`config.mk`:
```
export PLATFORM = sky130hd
export DESIGN_NAME = instr_fetch
export DESIGN_NICKNAME = d
export VERILOG_FILES = /design/src/rtl/instr_fetch.sv
export SDC_FILE = /design/constraint.sdc
export NUM_CORES = 1
export LEC_CHECK = 0
export BUFFER_PORTS_ARGS = -buffer_cell sky130_fd_sc_hd__buf_2
export CORE_ASPECT_RATIO = 1.75
export CORE_MARGIN = 10
export CORE_UTILIZATION = 46
export DETAILED_ROUTE_END_ITERATION = 8
export PLACE_DENSITY_LB_ADDON = 0.05
export REMOVE_ABC_BUFFERS = 1
export SETUP_SLACK_MARGIN = 0.2
export SKIP_CTS_REPAIR_TIMING = 1
export SYNTH_ARGS = -nofsm -noshare
export SYNTH_HDL_FRONTEND = slang
export SYNTH_SLANG_ARGS = --single-unit
```
`constraint.sdc`:
```
create_clock -name clk -period 1.9 [get_ports clk]
set_input_delay 0.095 -clock clk [delete_from_list [all_inputs] [get_ports clk]]
set_output_delay 0.095 -clock clk [all_outputs]
set_load 0.05 [all_outputs]
```
`src/rtl/instr_fetch.sv`:
```
// Instruction fetch stage: owns the PC, issues one imem request at a time and
// holds the returned word for decode under a valid/ready handshake. A taken
// branch redirects the PC and squashes any in-flight or held fetch.
module instr_fetch #(
   parameter int unsigned     XLEN     = 64,
   parameter logic [XLEN-1:0] RESET_PC = '0
) (
   input  logic            clk,
   input  logic            rst_n,
   output logic            imem_req,
   output logic [XLEN-1:0] imem_addr,
   input  logic            imem_rvalid,
   input  logic [31:0]     imem_rdata,
   input  logic            branch_taken,
   input  logic [XLEN-1:0] branch_target,
   output logic            if_valid,
   input  logic            if_ready,
   output logic [31:0]     instruction,
   output logic [XLEN-1:0] if_pc
);

   localparam logic [2:0] ST_IDLE  = 3'd0;
   localparam logic [2:0] ST_FETCH = 3'd1;
   localparam logic [2:0] ST_WAIT  = 3'd2;
   localparam logic [2:0] ST_HOLD  = 3'd3;
   localparam logic [2:0] ST_DROP  = 3'd4;

   localparam logic [XLEN-1:0] PC_STEP = XLEN'(4);

   logic [2:0]      state_q, state_d;
   logic [XLEN-1:0] pc_q, pc_d;
   logic            valid_q, valid_d;
   logic [31:0]     instr_q, instr_d;
   logic [XLEN-1:0] if_pc_q, if_pc_d;
   logic [XLEN-1:0] redirect_pc;

   // Target is word aligned; the low two bits are dropped on purpose.
   logic unused_target_lsb;
   assign unused_target_lsb = ^branch_target[1:0];
   assign redirect_pc       = {branch_target[XLEN-1:2], 2'b00};

   // Request strobe and address come straight from state and PC.
   always_comb begin
      imem_req  = (state_q == ST_FETCH) && !branch_taken;
      imem_addr = pc_q;
   end

   assign if_valid    = valid_q;
   assign instruction = instr_q;
   assign if_pc       = if_pc_q;

   // Next-state logic; stray rvalid outside WAIT/DROP is ignored.
   always_comb begin
      state_d = state_q;
      pc_d    = pc_q;
      valid_d = valid_q;
      instr_d = instr_q;
      if_pc_d = if_pc_q;
      case (state_q)
         ST_IDLE: state_d = ST_FETCH;
         ST_FETCH: begin
            if (!branch_taken) state_d = ST_WAIT;
         end
         ST_WAIT: begin
            if (imem_rvalid) begin
               if (branch_taken) begin
                  // Response arrived but is already stale; drop it.
                  state_d = ST_FETCH;
               end else begin
                  instr_d = imem_rdata;
                  if_pc_d = pc_q;
                  valid_d = 1'b1;
                  pc_d    = pc_q + PC_STEP;
                  state_d = ST_HOLD;
               end
            end else if (branch_taken) begin
               state_d = ST_DROP;
            end
         end
         ST_HOLD: begin
            if (branch_taken || if_ready) begin
               valid_d = 1'b0;
               state_d = ST_FETCH;
            end
         end
         ST_DROP: begin
            if (imem_rvalid) state_d = ST_FETCH;
         end
         default: state_d = ST_IDLE;
      endcase
      if (branch_taken && (state_q != ST_IDLE)) pc_d = redirect_pc;
   end

   // State and output registers with asynchronous reset.
   always_ff @(posedge clk or negedge rst_n) begin
      if (!rst_n) begin
         state_q <= ST_IDLE;
         pc_q    <= RESET_PC;
         valid_q <= 1'b0;
         instr_q <= 32'h0;
         if_pc_q <= RESET_PC;
      end else begin
         state_q <= state_d;
         pc_q    <= pc_d;
         valid_q <= valid_d;
         instr_q <= instr_d;
         if_pc_q <= if_pc_d;
      end
   end

endmodule

```
* Yosys cells after proc, flatten, opt, wreduce, memory -nomap -nowiden
Cells that the tools add are included.
** Word-level totals
- Register bits :: 164
- Bits of input ports :: 101
- Output and inout port bits :: 162
- Word-level logic and storage cells :: 46
** Operators by class
- Add/subtract/negate cells :: 1
- Eq/ne operators :: 11
- Muxes and demuxes :: 15
- Bitwise logic cells :: 1
- Reductions and logical operators :: 13
** Operator list (count)
- 2-to-1 mux 64 bit :: 4
- adder 64 x 3 -> 64 bit (second input constant) :: 1
- 2-to-1 mux 3 bit :: 5
- one-hot mux 3 bit (5 select lines) :: 1
- inequality test 2 bit (second input constant) :: 5
- AND reduction 4 bit :: 2
- equality test 3 x 2 -> 1 bit (second input constant) :: 2
- AND reduction 3 bit :: 2
- nonzero test 2 bit :: 3
- equality test 3 x 1 -> 1 bit (second input constant) :: 1
- equality test 3 bit (second input constant) :: 1
- logical NOT 3 bit :: 1
- 2-to-1 mux 1 bit :: 3
- inequality test 3 bit (second input constant) :: 1
- nonzero test 3 bit :: 1
- logical AND 1 bit :: 2
- 2-to-1 mux 2 bit :: 1
- inequality test 2 x 1 -> 1 bit (second input constant) :: 1
- one-hot mux 1 bit (2 select lines) :: 1
- logical NOT 1 bit :: 1
- logical OR 1 bit :: 1
- NOT 1 bit :: 1

* Longest topological paths before layout
Gate-level depths: netlist of the first run.
- Word-level depth :: 5
- Mapped depth :: 9
- Mapped depth without buffers :: 6

* Worst setup path before layout of the first run
Ideal clock, no wire load.
- Path type :: flip-flop to output port
- Start :: reg state_q[0]
- End :: out imem_req
- Arrival time :: 2.364 ns
- Data required time :: 1.805 ns
- Path slack :: -0.559 ns
- Cell stages (with the launch flop) :: 3
- Buffers on the path :: 1
- Cells stage by stage :: dfrtp_1 > clkbuf_1 > nor4b_1
** On the way
- Longest elaborated chain between the ends :: 2
** RTL lines
- start, declared :: line 30 : logic [2:0] state_q, state_d;
- start signal, assigned :: line 103 : state_q <= state_d;
- equality test 3 x 1 -> 1 bit :: line 44 : imem_req = (state_q == ST_FETCH) && !branch_taken;
- logical AND 1 bit :: line 44
- end, declared :: line 10 : output logic imem_req,
No other way between the ends.

* Worst setup path in the final report of the first run
- Start :: reg pc_q[9] (netlist: imem_addr[9])
- End :: reg pc_q[52] (netlist: imem_addr[52])
** On the way
- Longest elaborated chain between the ends :: 5
** RTL lines
- start, declared :: line 31 : logic [XLEN-1:0] pc_q, pc_d;
- start signal, assigned :: line 104 : pc_q <= pc_d;
- adder 64 x 3 -> 64 bit :: line 73 : pc_d = pc_q + PC_STEP;
- 2-to-1 mux 64 bit :: line 66 : if (branch_taken) begin
- 2-to-1 mux 64 bit :: line 65 : if (imem_rvalid) begin
- 2-to-1 mux 64 bit :: line 59 : case (state_q)
- 2-to-1 mux 64 bit :: line 91 : if (branch_taken && (state_q != ST_IDLE)) pc_d = redirect_pc;
No other way between the ends. The select of a mux whose other input is x is not followed.
A chain may end at the register's enable or synchronous reset.

==> qor.tcl, run 1 <==
set qor(status) {finished, violations left}
set qor(violations_in_the_final_reports) {negative hold slack, negative setup slack}
set qor(postSynth.topFlopCell) {dfrtp_1}
set qor(coreArea_um2) 16400
set qor(clock_sinks) 160
set qor(maxSlewHeadroom_pct) 60.8
set qor(global_route_wire_length_before_repair_mm) 42.1
set qor(pin_count_of_the_biggest_net_entering_global_routing) 79
set qor(max_cap_viol_count) 0
set qor(place_hpwl_mm) 20.6
set qor(max_freq_mhz) 484
set qor(die_area_um2) 22300
set qor(die-width_um) 117
set qor(cts_tree) {built}
set qor(ys_async_sr_fraction_pct) 100
set qor(netSwitchingPower_mw) 9.75
set qor(synth.cell_area_um2) 7610
set qor(number_of_levels_the_h_tree_was_split_into) 4
set qor(worst_setup_path_end_kind) {register}
set qor(number_of_synthesized_flops_with_an_enable_pin) 0
set qor(postLayoutSetupSlackWorst_ns) -0.167
set qor(synth_seq_area_share_pct) 52.6
set qor(worstPathMaxFanout) 4
set qor(clk_latency_ns) 0.43
set qor(floorplan.rows) 62
set qor(via_cell_ratio) 5.34
set qor(cts_root_buffer) {clkbuf_16}
set qor(global_route.usage.total_pct) 24.2
set qor(finalHoldWorstSlack_ns) -0.0388
set qor(power_frac_clock_pct) 19.0
set qor(non_filler_cell_area_final_um2) 12800
set qor(tightestPinTransition_ns) 0.588
set qor(detail_route.first_pass.iterations) 5
set qor(synth_seq_cells) 160
set qor(antenna_violations_before_repair) 1
set qor(cell_internal_pwr_mw) 9.76
set qor(detail_route.iter0.violations) 522
set qor(wl_per_cell_um) 19.4
set qor(grt_pass1_vias) 7886
set qor(clk_pin_slew_worst_paths_ns) 0.06
set qor(design.final.nets) 1469
set qor(post-layout-total-power_mw) 19.5
set qor(numPlacedInstances) 1441
set qor(route.final.wire_length_mm) 31.1
set qor(post-route-drc-count) 0
set qor(dpl_cell_area_um2) 10100
set qor(synth_cell_types) 55
set qor(part_of_the_total_power_dissipated_in_sequential_elements_pct) 28.6
set qor(required_ns) 2.21
set qor(fraction_of_power_consumed_by_combinational_cells_pct) 52.5
set qor(synth-warning-count) 0
set qor(final_layout_size_suffix_gt1_share_pct) 41.4
set qor(antenna_left) 0
set qor(hold_viol_final) 2
set qor(fin_worst_skew_ns) 0.00889
set qor(syn-mean-instance-area_um2) 8.71
set qor(power.ir.vdd_worst_mv) 0.972
set qor(clockBufferDepth) 2
set qor(floorplan.die.height_um) 190
set qor(static-leakage-power_nw) 6.48
set qor(arrival_ns) 2.38
set qor(critPathKind) {reg2reg}
set qor(final_gp_congestion) 0.866
set qor(critPathLaunchType) {register}
set qor(switching_share_pct) 50.0
set qor(port_buffers) 256
set qor(detailroute.via_count) 8564
set qor(grt.overflow.total) 0
set qor(tritoncts.num_buffers) 17
set qor(finalCriticalPeriod_ns) 2.07
set qor(slew_violations) 0
set qor(area.growth.synth_to_final_pct) 68.1
set qor(min_path_type) {in2reg}
set qor(synthesized_instance_count) 873
set qor(final.period_utilization_pct) 109
set qor(setup_repair_after_global_routing_missed_its_margin) {yes}
set qor(power_density_nw_per_um2) 1530
set qor(count_of_placed_standard_cells_in_the_final_layout_fillers_left_out) 1603
set qor(totalNegativeSetupSlack_ns) -2.71
set qor(boundaryPins) 263
set qor(floorplan.initialDensity_pct) 46.5
set qor(final_setup_violation_count) 33
-- synthesized netlist by cell type, drive strengths merged (2+ instances only) --
master | instances | area share, %
buf | 19 | 1.5
nor2 | 41 | 2.1
mux2i | 5 | 0.66
o31ai | 4 | 0.39
or3 | 23 | 1.9
o31a | 2 | 0.23
nand2b | 2 | 0.16
a31o | 2 | 0.23
o211ai | 12 | 1.2
nand3 | 35 | 2.4
nand2 | 317 | 16
a221o | 4 | 0.53
or4 | 5 | 0.49
inv | 9 | 0.44
and2 | 6 | 0.49
nor2b | 3 | 0.25
a21o | 4 | 0.39
dfrtp | 160 | 53
xor2 | 7 | 0.81
nand4 | 32 | 2.9
a31oi | 21 | 1.7
xnor2 | 5 | 0.58
nor4 | 16 | 2.4
and3 | 6 | 0.49
a22oi | 6 | 0.59
o21ai | 49 | 3.2
nor3 | 15 | 0.99
o311ai | 6 | 0.69
a21oi | 6 | 0.39
clkbuf | 33 | 1.6
a211o | 4 | 0.46
-- cell type report --
class                      count  area, µm²
sequential                   160       4010
clock inverter                10        185
inverter                       9       33.8
fill                        1143       3580
antenna                        1       2.50
tap                          224        280
timing repair buffer         524       3920
clock buffer                  20        437
multi-input combinational    655       3930
-- metrics by stage --
stage | util, % | setup slack (ns)
after floorplan | - | -3.53
after global placement | 61.6 | -0.0967
after detailed placement | 61.6 | -0.158
after CTS | 65.4 | -0.171
after global routing | 78.1 | -0.318
final | 78.1 | -0.167
-- path summary, 6_finish.rpt --
path | slack [ns] | cells after the start | end | startpoint
max | -0.17 | 7 | imem_addr[52] | imem_addr[9]
min | -0.04 | 4 | state_q[1] | if_ready
max reg2reg | -0.17 | 7 | imem_addr[52] | imem_addr[9]
min reg2reg | 0.47 | 2 | if_pc[40] | if_pc[40]
max in group asynchronous | 0.99 | 3 | imem_addr[44] | rst_n
min in group asynchronous | 0.21 | 2 | instruction[22] | rst_n
-- flip-flops by register name (all words and copies together), names as in the netlist --
name / cells
state_q: 3
imem_addr: 62
if_pc: 62
if_valid: 1
instruction: 32
-- kinds of logic (layout without fill, tap and decap cells) --
| logic type | Yosys count | in the layout | synth area share, % |
|---|---|---|---|
| xor gates and xnor gates | 12 | 12 | 1.38 |
| adders and majority gates | 1 | 1 | 0.164 |
| muxes | 5 | 5 | 0.658 |
| DFF | 160 | 160 | 52.6 |
| AOI/OAI and AO/OA | 126 | 126 | 10.7 |
| other | 1 | 5 | 0.0493 |
| and+or+nand+nor | 507 | 507 | 30.8 |
| buffers and inverters | 61 | 563 | 3.57 |
-- layout by cell type, fill, tap and decap left out, types with 6 or more instances in the layout --
cell type,count
o311ai_1,6
nor4_1,7
o211ai_1,12
nor3_1,11
nand2_1,266
or3_1,22
dfrtp_1,158
buf_8,6
o21ai_1,19
nand3_1,23
buf_2,254
buf_6,33
buf_4,122
nor2_1,36
nand2_2,27
inv_1,9
o21ai_0,25
nand2_4,24
nand4_1,30
nand3_2,9
clkbuf_16,21
dlygate4sd3_1,94
buf_12,10
xor2_1,7
a31oi_1,20
nor4_4,6
-- power by group through the flow --
stage	combinational [mW]	clock (mW)	sequential, mW
finish	10.2	3.70	5.57
global route	10.8	3.87	5.74
CTS	9.47	3.77	5.44
detailed placement	9.45	0	5.50
global placement	9.37	0	5.44
floorplan	1.58	0	10.2
-- critical path: stages, from the launching register on --
cell and delay, ns:
dfrtp_1 0.42, nand4_1 0.16, buf_4 0.20, nor4_2 0.27, buf_4 0.19, nand4_1 0.11
or3_1 0.32, a221o_1 0.30
-- routing by layer --
| layer | vias up | track usage, % | share of wire, % |
|---|---|---|---|
| li1 | 3992 | - | - |
| met1 | 4151 | 27.0 | 35 |
| met2 | 349 | 43.2 | 55 |
| met3 | 72 | 5.30 | 6.9 |
| met4 | 0 | 9.50 | 3.1 |
| met5 | - | 0 | 0 |
(Power assumes the default switching activity.)
==> inputs of run 2 (changes only) <==
--- a/config.mk
+++ b/config.mk
@@ -5,10 +5,11 @@
 export SDC_FILE = /design/constraint.sdc
 export NUM_CORES = 1
 export LEC_CHECK = 0
+export ABC_AREA = 1
 export BUFFER_PORTS_ARGS = -buffer_cell sky130_fd_sc_hd__buf_2
 export CORE_ASPECT_RATIO = 1.75
 export CORE_MARGIN = 10
-export CORE_UTILIZATION = 46
+export CORE_UTILIZATION = 47
 export DETAILED_ROUTE_END_ITERATION = 8
 export PLACE_DENSITY_LB_ADDON = 0.05
 export REMOVE_ABC_BUFFERS = 1
==> run 2 against run 1 <==
  * Sequential power rose by 19%
  * Combinational power rose by 28%
  * Worst hold slack improved by 0.016 ns
  * Largest cell class is now multi-input combinational cells
  * Core utilization fell by 8.7 points
  * Via count rose by 7.2%
  * Die area rose by 7.0%
  * The run ends with negative hold slack left
  * Clock power fell by 1%
  * Maximum frequency rose by 22%
  * Non-clock buffer count fell by 124
  * Critical endpoint is now imem_addr[15]
==> qor.tcl, run 2 <==
set qor(coreArea_um2) 17500
set qor(hold_viol_final) 9
set qor(finalCriticalPeriod_ns) 1.70
set qor(tritoncts.num_buffers) 17
set qor(design.final.nets) 1670
set qor(numPlacedInstances) 1684
set qor(worst_setup_path_end_kind) {register}
set qor(violations_in_the_final_reports) {negative hold slack}
set qor(synth.cell_area_um2) 8400
set qor(critPathBufInv) 2
set qor(detail_route.first_pass.iterations) 7
set qor(die_area_um2) 23800
set qor(dpl_cell_area_um2) 10200
set qor(ys_async_sr_fraction_pct) 100
set qor(cts_tree) {built}
set qor(antenna_left) 0
set qor(grt.overflow.total) 0
set qor(clk_pin_slew_worst_paths_ns) 0.07
set qor(detailroute.via_count) 9183
set qor(clk_latency_ns) 0.44
set qor(layout.cells.most_common) {nand2_1}
set qor(totalNegativeSetupSlack_ns) 0
set qor(floorplan.die.height_um) 197
set qor(synth_cell_types) 29
set qor(worst_path_max_delay_cell) {dfrtp_2}
set qor(pin_count_of_the_biggest_net_entering_global_routing) 65
set qor(boundaryPins) 263
set qor(slew_violations) 0
set qor(synth-warning-count) 0
set qor(required_ns) 2.21
set qor(synth_seq_area_share_pct) 47.6
set qor(number_of_synthesized_flops_with_an_enable_pin) 0
set qor(via_cell_ratio) 5.07
set qor(area.growth.synth_to_final_pct) 44.9
set qor(path_cells) {nor2_4 > nand2_1 > nor2_4 > nand2_4 > clkinv_2 > buf_12 > nand2_1 > nand3_1 > o211ai_1}
set qor(antenna_violations_before_repair) 1
set qor(max_cap_viol_count) 0
set qor(synth_top_cell_by_area) {dfrtp_1}
set qor(final_gp_congestion) 0.943
set qor(count_of_placed_standard_cells_in_the_final_layout_fillers_left_out) 1813
set qor(critPathLaunchType) {register}
set qor(post_synth_main_area_contributors) {dfrtp_1 (48%), nand2_1 (21%), o21ai_0 (5.8%)}
set qor(route.final.wire_length_mm) 31.9
set qor(number_of_levels_the_h_tree_was_split_into) 4
set qor(synthesized_instance_count) 1192
set qor(postSynth.topFlopCell) {dfrtp_1}
set qor(synth.most_common_cell) {nand2_1}
set qor(post-route-drc-count) 0
set qor(min_path_type) {in2reg}
set qor(synth_largest_type_area_fraction_pct) 47.6
set qor(crit_family) {simple AND/OR/NAND/NOR gates}
set qor(power.ir.vdd_worst_mv) 1.23
set qor(arrival_ns) 2.01
set qor(finalHoldWorstSlack_ns) -0.0224
set qor(clock_sinks) 160
set qor(worstPathMaxFanout) 20
set qor(yosys-top-cells-count) {nand2_1 (468), dfrtp_1 (160), nor2_1 (127), inv_1 (119), o21ai_0 (97)}
set qor(floorplan.initialDensity_pct) 47.9
set qor(final_setup_violation_count) 0
set qor(setup_repair_after_global_routing_missed_its_margin) {yes}
set qor(cts_root_buffer) {clkbuf_16}
set qor(global_route_wire_length_before_repair_mm) 46.7
set qor(floorplan.rows) 64
set qor(fin_worst_skew_ns) 0.00963
set qor(final.period_utilization_pct) 89.4
set qor(final_cell_mix) {nand2_1 (441), buf_2 (254), dfrtp_1 (124)}
set qor(synth_seq_cells) 160
set qor(non_filler_cell_area_final_um2) 12200
set qor(global_route.usage.total_pct) 24.9
set qor(max_freq_mhz) 589
set qor(static-leakage-power_nw) 6.30
set qor(power_density_nw_per_um2) 1920
set qor(critPathKind) {reg2reg}
set qor(detail_route.iter0.violations) 565
set qor(final_layout_size_suffix_gt1_share_pct) 31.2
set qor(cp_slowest_stage_delay_ns) 0.46
set qor(wl_per_cell_um) 17.6
set qor(place_hpwl_mm) 23.5
set qor(clockBufferDepth) 2
set qor(status) {finished, violations left}
set qor(port_buffers) 256
set qor(die-width_um) 121
set qor(syn-mean-instance-area_um2) 7.05
set qor(grt_pass1_vias) 8715
set qor(post-layout-total-power_mw) 23.4
[run 2: worst paths after layout]
path,from,to,slack (ns),depth (start not counted)
min in group asynchronous,rst_n,instruction[3],0.18,2
worst max-delay path,state_q[2],imem_addr[15],0.20,9
worst min-delay path,branch_target[44],imem_addr[44],-0.02,5
max in group asynchronous,rst_n,imem_addr[28],1.12,3
worst max register to register,state_q[2],imem_addr[15],0.20,9
worst min register to register,instruction[4],instruction[4],0.47,2
[run 2: tightest hold or removal path, stage by stage]
cell	delay (ns)
buf_2	0.08
o21ai_1	0.06
inv_1	0.05
nand2_1	0.04
nand2_1	0.05
[run 2: where the power goes]
part           switching, mW  total [mW]  internal [mW]
clock                   1.48        3.66           2.18
sequential              1.55        6.65           5.10
combinational           9.84        13.1           3.24
[run 2: metal layers]
metal / share of wire, % / global-route usage [%] / routed length, µm
met5: 0 / 0 / 0
met4: 3.6 / 11.1 / 1150
met1: 37 / 26.4 / 11700
met2: 53 / 44.9 / 16900
met3: 6.6 / 6.41 / 2110
[run 2: kinds of logic after synthesis]
family          Yosys count  synth area share, %
flops                   160                 47.6
simple gates            703                 33.5
other cells               1               0.0446
fa+ha+maj                 1                0.149
buf+inv                 169                 8.14
xor+xnor                  8                0.834
compound gates          150                 9.72
[run 2: area by class of cell]
type | count | area, µm²
clock inverters | 11 | 155
flip-flops and latches | 160 | 4050
inverters | 123 | 469
clock buffers | 21 | 470
multi-input cells | 866 | 4060
repair buffers | 400 | 2680
fillers | 1499 | 5360
well taps | 231 | 289
diodes | 1 | 2.50
[run 2: metrics by stage]
step	util, %	setup slack [ns]
floorplan	-	-1.78
CTS	61.9	-0.0291
global route	69.5	0.0945
global placement	58.4	0.0653
detailed placement	58.4	0.0115
finish	69.5	0.202
